## config.mk

```make
export PLATFORM = sky130hd
export DESIGN_NAME = pipeline_fetch_stage
export DESIGN_NICKNAME = d
export VERILOG_FILES = /design/src/rtl/pipeline_fetch_stage.sv
export SDC_FILE = /design/constraint.sdc
export NUM_CORES = 1
export LEC_CHECK = 0
export BUFFER_PORTS_ARGS = -buffer_cell sky130_fd_sc_hd__buf_2
export CAP_MARGIN = 20
export CORE_UTILIZATION = 50
export DETAILED_ROUTE_END_ITERATION = 6
export PLACE_DENSITY = 0.84
export SYNTH_ARGS = -nofsm -noshare
export SYNTH_HDL_FRONTEND = slang
export SYNTH_SLANG_ARGS = --single-unit
```

## constraint.sdc

```tcl
create_clock -name clk -period 3.4 [get_ports clk]
set_input_delay 0.17 -clock clk [delete_from_list [all_inputs] [get_ports clk]]
set_output_delay 0.17 -clock clk [all_outputs]
set_load 0.03 [all_outputs]
```

## src/rtl/pipeline_fetch_stage.sv

```systemverilog
// Stage-0 instruction fetch front end: IR + one-entry skid, bus-steal FSM,
// and one-hot PC increment strobes for NUM_PC address registers.
//   state  | meaning
//   RUN    | normal fetch, bubble on request/suppress mismatch
//   STEAL  | external master owns the bus, DMA PC advances
//   RESUME | turnaround, held instruction re-presented once
module pipeline_fetch_stage #(
  parameter int               WIDTH  = 8,
  parameter int               NUM_PC = 2,
  parameter int               DMA_PC = 1,
  parameter logic [WIDTH-1:0] NOP    = '0,
  parameter int               CNT_W  = 8
) (
  input  logic                      clk,
  input  logic                      rst_n,
  input  logic [WIDTH-1:0]          bus_in,
  input  logic                      load_bus,
  input  logic                      bus_request,
  input  logic                      fetch_suppress,
  input  logic [$clog2(NUM_PC)-1:0] pc_sel,
  input  logic                      stall,
  input  logic                      flush,
  output logic [WIDTH-1:0]          instruction_out,
  output logic                      instr_valid,
  output logic [NUM_PC-1:0]         inc_pc,
  output logic [CNT_W-1:0]          steal_cycles,
  output logic                      overrun,
  output logic [1:0]                state
);

  localparam int PC_W = $clog2(NUM_PC);

  typedef enum logic [1:0] {
    RUN    = 2'd0,
    STEAL  = 2'd1,
    RESUME = 2'd2
  } state_t;

  state_t            st, st_nxt;
  logic [WIDTH-1:0]  ir, ir_nxt;
  logic              valid, valid_nxt;
  logic [WIDTH-1:0]  skid, skid_nxt;
  logic              skid_full, skid_full_nxt;
  logic              ovr, ovr_nxt;
  logic [CNT_W-1:0]  cnt, cnt_nxt;
  logic              fetch_inc, dma_inc;
  logic              steal, mismatch;

  assign steal    = bus_request & fetch_suppress;
  assign mismatch = bus_request ^ fetch_suppress;

  always_ff @(posedge clk or negedge rst_n) begin
    if (!rst_n) begin
      st        <= RUN;
      ir        <= NOP;
      valid     <= 1'b0;
      skid      <= '0;
      skid_full <= 1'b0;
      ovr       <= 1'b0;
      cnt       <= '0;
    end else begin
      st        <= st_nxt;
      ir        <= ir_nxt;
      valid     <= valid_nxt;
      skid      <= skid_nxt;
      skid_full <= skid_full_nxt;
      ovr       <= ovr_nxt;
      cnt       <= cnt_nxt;
    end
  end

  always_comb begin
    st_nxt        = st;
    ir_nxt        = ir;
    valid_nxt     = valid;
    skid_nxt      = skid;
    skid_full_nxt = skid_full;
    ovr_nxt       = ovr;
    cnt_nxt       = cnt;
    fetch_inc     = 1'b0;
    dma_inc       = 1'b0;
    if (flush) begin
      ir_nxt        = NOP;
      valid_nxt     = 1'b0;
      skid_full_nxt = 1'b0;
      st_nxt        = RUN;
    end else begin
      unique case (st)
        RUN: begin
          if (steal) begin
            // the bus already belongs to the external master this cycle
            st_nxt    = STEAL;
            cnt_nxt   = CNT_W'(1);
            valid_nxt = 1'b0;
            dma_inc   = load_bus;
          end else if (mismatch) begin
            ir_nxt    = NOP;
            valid_nxt = 1'b1;
          end else if (stall) begin
            if (load_bus) begin
              if (!skid_full) begin
                skid_nxt      = bus_in;
                skid_full_nxt = 1'b1;
                fetch_inc     = 1'b1;
              end else begin
                ovr_nxt = 1'b1;
              end
            end
          end else if (skid_full) begin
            ir_nxt    = skid;
            valid_nxt = 1'b1;
            // a byte arriving while draining refills the skid so nothing is lost
            if (load_bus) begin
              skid_nxt  = bus_in;
              fetch_inc = 1'b1;
            end else begin
              skid_full_nxt = 1'b0;
            end
          end else if (load_bus) begin
            ir_nxt    = bus_in;
            valid_nxt = 1'b1;
            fetch_inc = 1'b1;
          end else begin
            valid_nxt = 1'b0;
          end
        end
        STEAL: begin
          valid_nxt = 1'b0;
          dma_inc   = load_bus;
          if (bus_request) begin
            if (cnt != {CNT_W{1'b1}}) cnt_nxt = cnt + CNT_W'(1);
          end else begin
            st_nxt = RESUME;
          end
        end
        RESUME: begin
          if (!stall) begin
            valid_nxt = 1'b1;
            st_nxt    = RUN;
          end
        end
        default: st_nxt = RUN;
      endcase
    end
  end

  always_comb begin
    inc_pc = '0;
    if (rst_n) begin
      for (int i = 0; i < NUM_PC; i++) begin
        inc_pc[i] = (fetch_inc && (pc_sel == PC_W'(i))) || (dma_inc && (DMA_PC == i));
      end
    end
  end

  assign instruction_out = ir;
  assign instr_valid     = valid;
  assign steal_cycles    = cnt;
  assign overrun         = ovr;
  assign state           = st;

endmodule

```

==> results of run 1 <==
-- area by class of cell --
cell class                      instances  area, um^2  area share
Clock buffer                            7       65.06     0.03374
Clock inverter                          1       5.005    0.002596
Inverter                                8       30.03     0.01557
Multi-Input combinational cell        111       852.1      0.4419
Sequential cell                        29       725.7      0.3764
Tap cell                               44       55.05     0.02855
Timing Repair Buffer                   38       195.2      0.1012
-- synthesized netlist by cell type, drive strengths merged, types with 2 or more instances --
cell type  instances
nor2b              2
nor3               7
o21ai              5
dfrtp             29
o22a               6
or2                2
ha                 7
buf                7
a21oi              5
mux2              16
nand2             10
nor2              14
nand3              6
inv                8
o21bai             2
mux2i             12
a21o               3
o31a               2
-- repair_timing --
action                                  CTS  global route
hold endpoints to repair                 29             0
endpoints found under the setup margin    0             0
hold buffers                              1             0
-- flip-flops by register name, indices dropped and copies added (netlist names) --
name             cells
steal_cycles         8
overrun              1
instr_valid          1
skid_full            1
state                2
instruction_out      8
skid                 8
-- kinds of logic after synthesis --
group	Yosys count
AND/OR/NAND/NOR	48
flip-flops	29
multiplexers	28
AO/OA/AOI/OAI	27
buffers and inverters	16
adder cells (fa/ha/maj)	7
XOR/XNOR	1
-- how the worst min path moves through the flow --
stage,to,from
4_1_cts,skid[2]$_DFFE_PN0P_,bus_in[2]
3_5_place_dp,steal_cycles[6]$_DFFE_PN0P_,rst_n
2_1_floorplan,instr_valid$_DFFE_PN0P_,rst_n
6_report,skid[7]$_DFFE_PN0P_,bus_in[7]
5_1_grt,skid[5]$_DFFE_PN0P_,bus_in[5]
3_3_place_gp,state[0]$_DFFE_PN0P_,rst_n
-- where the power goes --
part	internal (mW)	total (mW)	switching, mW
clock	0.120	0.246	0.127
sequential	0.437	0.509	0.0715
combinational	0.208	0.504	0.296
-- metal layers --
| metal | wire length (um) | GRT usage | vias up |
|---|---|---|---|
| met5 | 0 | 0 | - |
| met4 | 70 | 0.1096 | 0 |
| met3 | 151 | 0.05411 | 8 |
| met2 | 1779 | 0.3952 | 30 |
| met1 | 1478 | 0.2658 | 628 |
| li1 | - | - | 629 |
-- per-stage QoR --
| step | area, um^2 | hold WS, ns | std cells | total power [mW] | util |
|---|---|---|---|---|---|
| after global routing | 1928 | 0.06999 | 238 | 1.340 | 0.6214 |
| after floorplan | 1667 | -0.1256 | 156 | 0.9097 | - |
| final | 1928 | 0.07208 | 238 | 1.259 | 0.6214 |
| after detailed placement | 1848 | 0.2409 | 229 | 1.025 | 0.5956 |
| after CTS | 1928 | 0.06261 | 238 | 1.272 | 0.6214 |
| after global placement | 1848 | 0.2261 | 229 | 0.9962 | 0.5956 |
==> flow_summary.rst, run 1 <==
.. list-table::
   :header-rows: 1

   * - Metric
     - Value
   * - Antenna Cells
     - 0
   * - Period Utilization, post-route
     - 0.6806
   * - Length in cells of the worst reg-to-reg path
     - 6
   * - Final weighted congestion in routability-driven placement
     - 0.8240
   * - Total negative setup slack
     - 0 ns
   * - Fraction of synthesized cell area taken by the top area cell type
     - 0.4354
   * - Compound-cell area share of the yosys netlist
     - 0.1306
   * - Synthesis warning total
     - 0
   * - Largest delay contributor family on the critical path
     - simple AND/OR/NAND/NOR gates
   * - Number of standard-cell rows in the floorplan
     - 20
   * - Most frequent cells in the layout
     - 37 x buf_2, 29 x dfrtp_1, 16 x mux2_2, 13 x nor2_1, 12 x mux2i_1
   * - Clk Latency, worst-skew pair
     - 0.34 ns
   * - Share of synthesized flip-flops with an asynchronous set or reset
     - 1.000
   * - Worst min-delay path class
     - in -> reg
   * - Clock slew seen by the registers of the worst setup and hold paths
     - 0.10 ns
   * - Syn nets
     - 179
   * - Startpoint type of the worst setup path
     - register
   * - Timing startpoint of the critical path
     - state[0]$_DFFE_PN0P_
   * - Post-synth EDFFs
     - 0
   * - Fin Clk Skew
     - 0.006919 ns
   * - Initial antenna violation count
     - 0
   * - Post-CTS resize count
     - 0
   * - Nets
     - 216
   * - Placement-stage worst setup slack
     - 1.412 ns
   * - Clock root buffer master
     - clkbuf_4
   * - Y dimension of the die
     - 59.74 um
   * - Biggest area contributors in the synthesized netlist
     - dfrtp_1 44%, mux2_2 11%, mux2i_1 7.2%
   * - Count of TritonRoute iterations in the first routing pass
     - 4
   * - Post CTS Setup Buffer Count
     - 0
   * - Routed len/inst
     - 14.62 um
   * - Wire length of the first global-routing pass
     - 5837 um
   * - Required time at the endpoint of the critical path
     - 3.23 ns
   * - Setup repair after global routing missed its margin
     - false
   * - Mux contribution to synthesized area
     - 0.1802
   * - CP Capture Type
     - output port
   * - Critical path buffers and inverters
     - 2
   * - P per Cell Area
     - 653.0 nW/um^2
   * - Synth Area per Inst
     - 10.68 um^2
   * - Die area
     - 3568 um^2
   * - Final-report setup violation count
     - 0
   * - Overall die width
     - 59.74 um
   * - CTS tree
     - done
   * - Simple logic cell fraction of the synthesized area
     - 0.1426
   * - Slew headroom
     - 0.5525
   * - Maximum clock frequency
     - 0.4321 GHz
   * - Number of DRC markers in iteration 0
     - 70
   * - Number of global-route vias before repair
     - 1303
   * - Layout overhead on the synthesized area
     - 15.69%
   * - Starting density of the core
     - 0.5371
   * - Tmin final
     - 2.314 ns
   * - Count of mapped cells out of synthesis
     - 156
   * - Max-cap viol count
     - 0
   * - Worst Tran Pin Value
     - 0.6713 ns
   * - Max Slew Vio Count
     - 0
   * - H-Tree Level Count
     - 2
   * - Xor/xnor cell area share of the yosys netlist
     - 0.005255
   * - Share of synthesized area occupied by flip-flops and latches
     - 0.4354
   * - Largest vdd supply drop
     - 288.5 uV
   * - Per-cell via count in the routed design
     - 5.441
   * - HPWL after detailed placement
     - 2537 um
   * - Port bufs
     - 37
   * - # clock sinks
     - 29
   * - Area of the placeable core
     - 3103 um^2
   * - Number of remaining DRC errors
     - 0
   * - Worst Path Class, Setup
     - reg -> out
   * - Cell accounting for the most synthesized area
     - dfrtp_1
   * - Static leakage
     - 0.9338 nW
   * - # fillers
     - 290
   * - Final worst setup slack
     - 1.086 ns
   * - Boundary pin count
     - 38
   * - WL final
     - 3480 um
   * - Layout cells sized above 1
     - 0.3608
   * - Leading cell type in the layout, fill and taps excluded
     - buf_2
   * - Arrival time of the worst setup path
     - 2.14 ns
   * - Final Hold Violating Endpoints
     - 0
   * - Top FF cell, synth
     - dfrtp_1
   * - Synth Register Bits
     - 29
   * - Clock buffers created by TritonCTS
     - 5
   * - Register-to-register setup slack
     - 1.39 ns
   * - Number of buffers on the longest clock path
     - 2
   * - CP peak stage delay
     - 0.46 ns
   * - Largest net degree at the start of global routing
     - 31
   * - Combinational family with the most area after synthesis
     - multiplexers
   * - Post-synthesis adder-cell area fraction
     - 0.05255
   * - Worst r2r src
     - state[1]$_DFFE_PN0P_
   * - Post-synthesis cell type count
     - 39
   * - Cell depth of the worst setup path
     - 6
   * - Ordered list of cells on the worst path
     - inv_1 > ha_1 > nor3b_1 > nand2_1 > nor3_1 > buf_2
   * - All-Layer GR Usage
     - 0.2289
   * - Netlist Area Pre-Place
     - 1667 um^2
   * - Status
     - complete, no violations
   * - Library cell contributing the largest single delay on the critical path
     - nor3b_1
   * - Total grt overflow
     - 0
   * - Hold Path Cell Cnt
     - 2
   * - Antenna-violating nets left
     - 0
   * - Capture point of the critical path
     - inc_pc[0]
   * - Total via count after detailed routing
     - 1295
   * - Maximum fanout count along the critical path
     - 8
   * - Reg2Reg Capture Point
     - steal_cycles[2]$_DFFE_PN0P_
(Power assumes the default switching activity.)
==> run 2: changes to the inputs <==
- clock period: 3.4 -> 2.29 ns (I/O delays scaled with it)
==> flow_summary.rst, run 2 (synthesis gave the netlist of run 1 again) <==
.. list-table::
   :header-rows: 1

   * - Metric
     - Value
   * - Arrival time of the worst setup path
     - 1.96 ns
   * - All-Layer GR Usage
     - 0.2067
   * - Static leakage
     - 0.9362 nW
   * - Final Power
     - 1.819 mW
   * - Maximum fanout count along the critical path
     - 8
   * - Worst Path Class, Setup
     - reg -> out
   * - Final-report setup violation count
     - 0
   * - Ordered list of cells on the worst path
     - inv_1 > ha_1 > nor3b_2 > nand2_1 > nor3_1 > buf_2
   * - Worst min-delay path class
     - in -> reg
   * - Nets
     - 218
   * - Clk Latency, worst-skew pair
     - 0.32 ns
   * - Library cell contributing the largest single delay on the critical path
     - dfrtp_1
   * - Number of global-route vias before repair
     - 1286
   * - WL final
     - 3202 um
   * - Status
     - complete, no violations
   * - Number of standard-cell rows in the floorplan
     - 20
   * - Total via count after detailed routing
     - 1325
   * - Layout cells sized above 1
     - 0.3641
   * - Die area
     - 3568 um^2
   * - Critical path buffers and inverters
     - 2
   * - Clock root buffer master
     - clkbuf_4
   * - Clock slew seen by the registers of the worst setup and hold paths
     - 0.09 ns
   * - Largest delay contributor family on the critical path
     - simple AND/OR/NAND/NOR gates
   * - Per-cell via count in the routed design
     - 5.544
   * - Layout overhead on the synthesized area
     - 15.99%
   * - Clock buffers created by TritonCTS
     - 5
   * - Max Slew Vio Count
     - 0
   * - # fillers
     - 285
   * - Final standard cell area without fillers
     - 1933 um^2
   * - Port bufs
     - 37
   * - Y dimension of the die
     - 59.74 um
   * - HPWL after detailed placement
     - 2443 um
   * - CTS tree
     - done
   * - Period Utilization, post-route
     - 0.9075
   * - Fin Clk Skew
     - 0.01074 ns
   * - Routed len/inst
     - 13.40 um
   * - Slew headroom
     - 0.6040
   * - Antenna Cells
     - 0
   * - Count of TritonRoute iterations in the first routing pass
     - 5
   * - Max-cap viol count
     - 0
   * - H-Tree Level Count
     - 2
   * - Required time at the endpoint of the critical path
     - 2.18 ns
   * - CP Capture Type
     - output port
   * - Number of DRC markers in iteration 0
     - 36
   * - Leading cell type in the layout, fill and taps excluded
     - buf_2
   * - Area of the placeable core
     - 3103 um^2
   * - P per Cell Area
     - 941.0 nW/um^2
   * - Largest vdd supply drop
     - 485.3 uV
   * - Placed cell area
     - 1863 um^2
   * - Total grt overflow
     - 0
   * - Overall die width
     - 59.74 um
   * - Boundary pin count
     - 38
   * - Initial antenna violation count
     - 0
   * - Final weighted congestion in routability-driven placement
     - 0.8898
   * - Worst Tran Pin Value
     - 0.5940 ns
   * - CP peak stage delay
     - 0.42 ns
   * - Final design utilization
     - 0.6230
   * - Startpoint type of the worst setup path
     - register
   * - Largest net degree at the start of global routing
     - 30
   * - # clock sinks
     - 29
   * - Wire length of the first global-routing pass
     - 5457 um
   * - Number of remaining DRC errors
     - 0
   * - Post CTS Setup Buffer Count
     - 0
   * - Final Hold Violating Endpoints
     - 0
   * - Most frequent cells in the layout
     - 37 x buf_2, 29 x dfrtp_1, 16 x mux2_2, 13 x nor2_1, 12 x mux2i_1
   * - Starting density of the core
     - 0.5371
   * - Tmin final
     - 2.078 ns
   * - Antenna-violating nets left
     - 0
   * - Maximum clock frequency
     - 0.4812 GHz
   * - Number of buffers on the longest clock path
     - 2
[run 2: timing repair]
item / in CTS / in global routing
hold buffers: 1 / 0
hold endpoints to repair: 29 / 0
endpoints found under the setup margin: 0 / 2
gates resized for setup: 0 / 1
[run 2: layout make-up]
type / instances / area, um^2 / area share
multi-input cells: 111 / 857.1 / 0.4434
clock buffers: 7 / 55.05 / 0.02848
flip-flops and latches: 29 / 725.7 / 0.3754
inverters: 8 / 30.03 / 0.01553
well taps: 44 / 55.05 / 0.02848
repair buffers: 40 / 210.2 / 0.1087
[run 2: final timing paths]
check | start | end | slack (ns) | cells after the start
worst max-delay path | state[1]$_DFFE_PN0P_ | inc_pc[0] | 0.21 | 6
worst min-delay path | bus_in[7] | skid[7]$_DFFE_PN0P_ | 0.04 | 2
worst max register to register | state[1]$_DFFE_PN0P_ | steal_cycles[1]$_DFFE_PN0P_ | 0.40 | 6
worst min register to register | overrun$_DFFE_PN0P_ | overrun$_DFFE_PN0P_ | 0.47 | 1
max in group asynchronous | rst_n | skid[4]$_DFFE_PN0P_ | 1.66 | 3
min in group asynchronous | rst_n | steal_cycles[7]$_DFFE_PN0P_ | 0.35 | 3
[run 2: per-stage QoR]
step | hold slack [ns] | setup slack [ns] | std cells | setup TNS (ns)
after CTS | 0.02382 | 0.1010 | 239 | 0
after global placement | 0.1704 | 0.5139 | 231 | 0
after detailed placement | 0.1778 | 0.4469 | 231 | 0
final | 0.04272 | 0.2118 | 239 | 0
after global routing | 0.02797 | -0.004887 | 239 | -0.004887
after floorplan | -0.1811 | 0.1589 | 156 | 0
[run 2: worst reg2reg max path, delay by kind of cell, from the launching register on]
kind	cells	cell delay [ns]
compound gates	1	0.17
mux	2	0.46
buf+inv	1	0.12
simple gates	1	0.32
flops	1	0.42
fa+ha+maj	1	0.32
[run 2: where the power goes]
part / internal, mW / total (mW) / leakage, nW / switching (mW)
combinational: 0.321 / 0.762 / 0.523 / 0.441
sequential: 0.649 / 0.752 / 0.382 / 0.102
clock: 0.145 / 0.306 / 0.0314 / 0.161
[run 2: metal layers]
metal | wire length, um | track usage | up-vias
met4 | 20 | 0.07641 | 0
met2 | 1612 | 0.3460 | 43
met1 | 1355 | 0.2560 | 647
li1 | - | - | 633
met5 | 0 | 0 | -
met3 | 214 | 0.05411 | 2
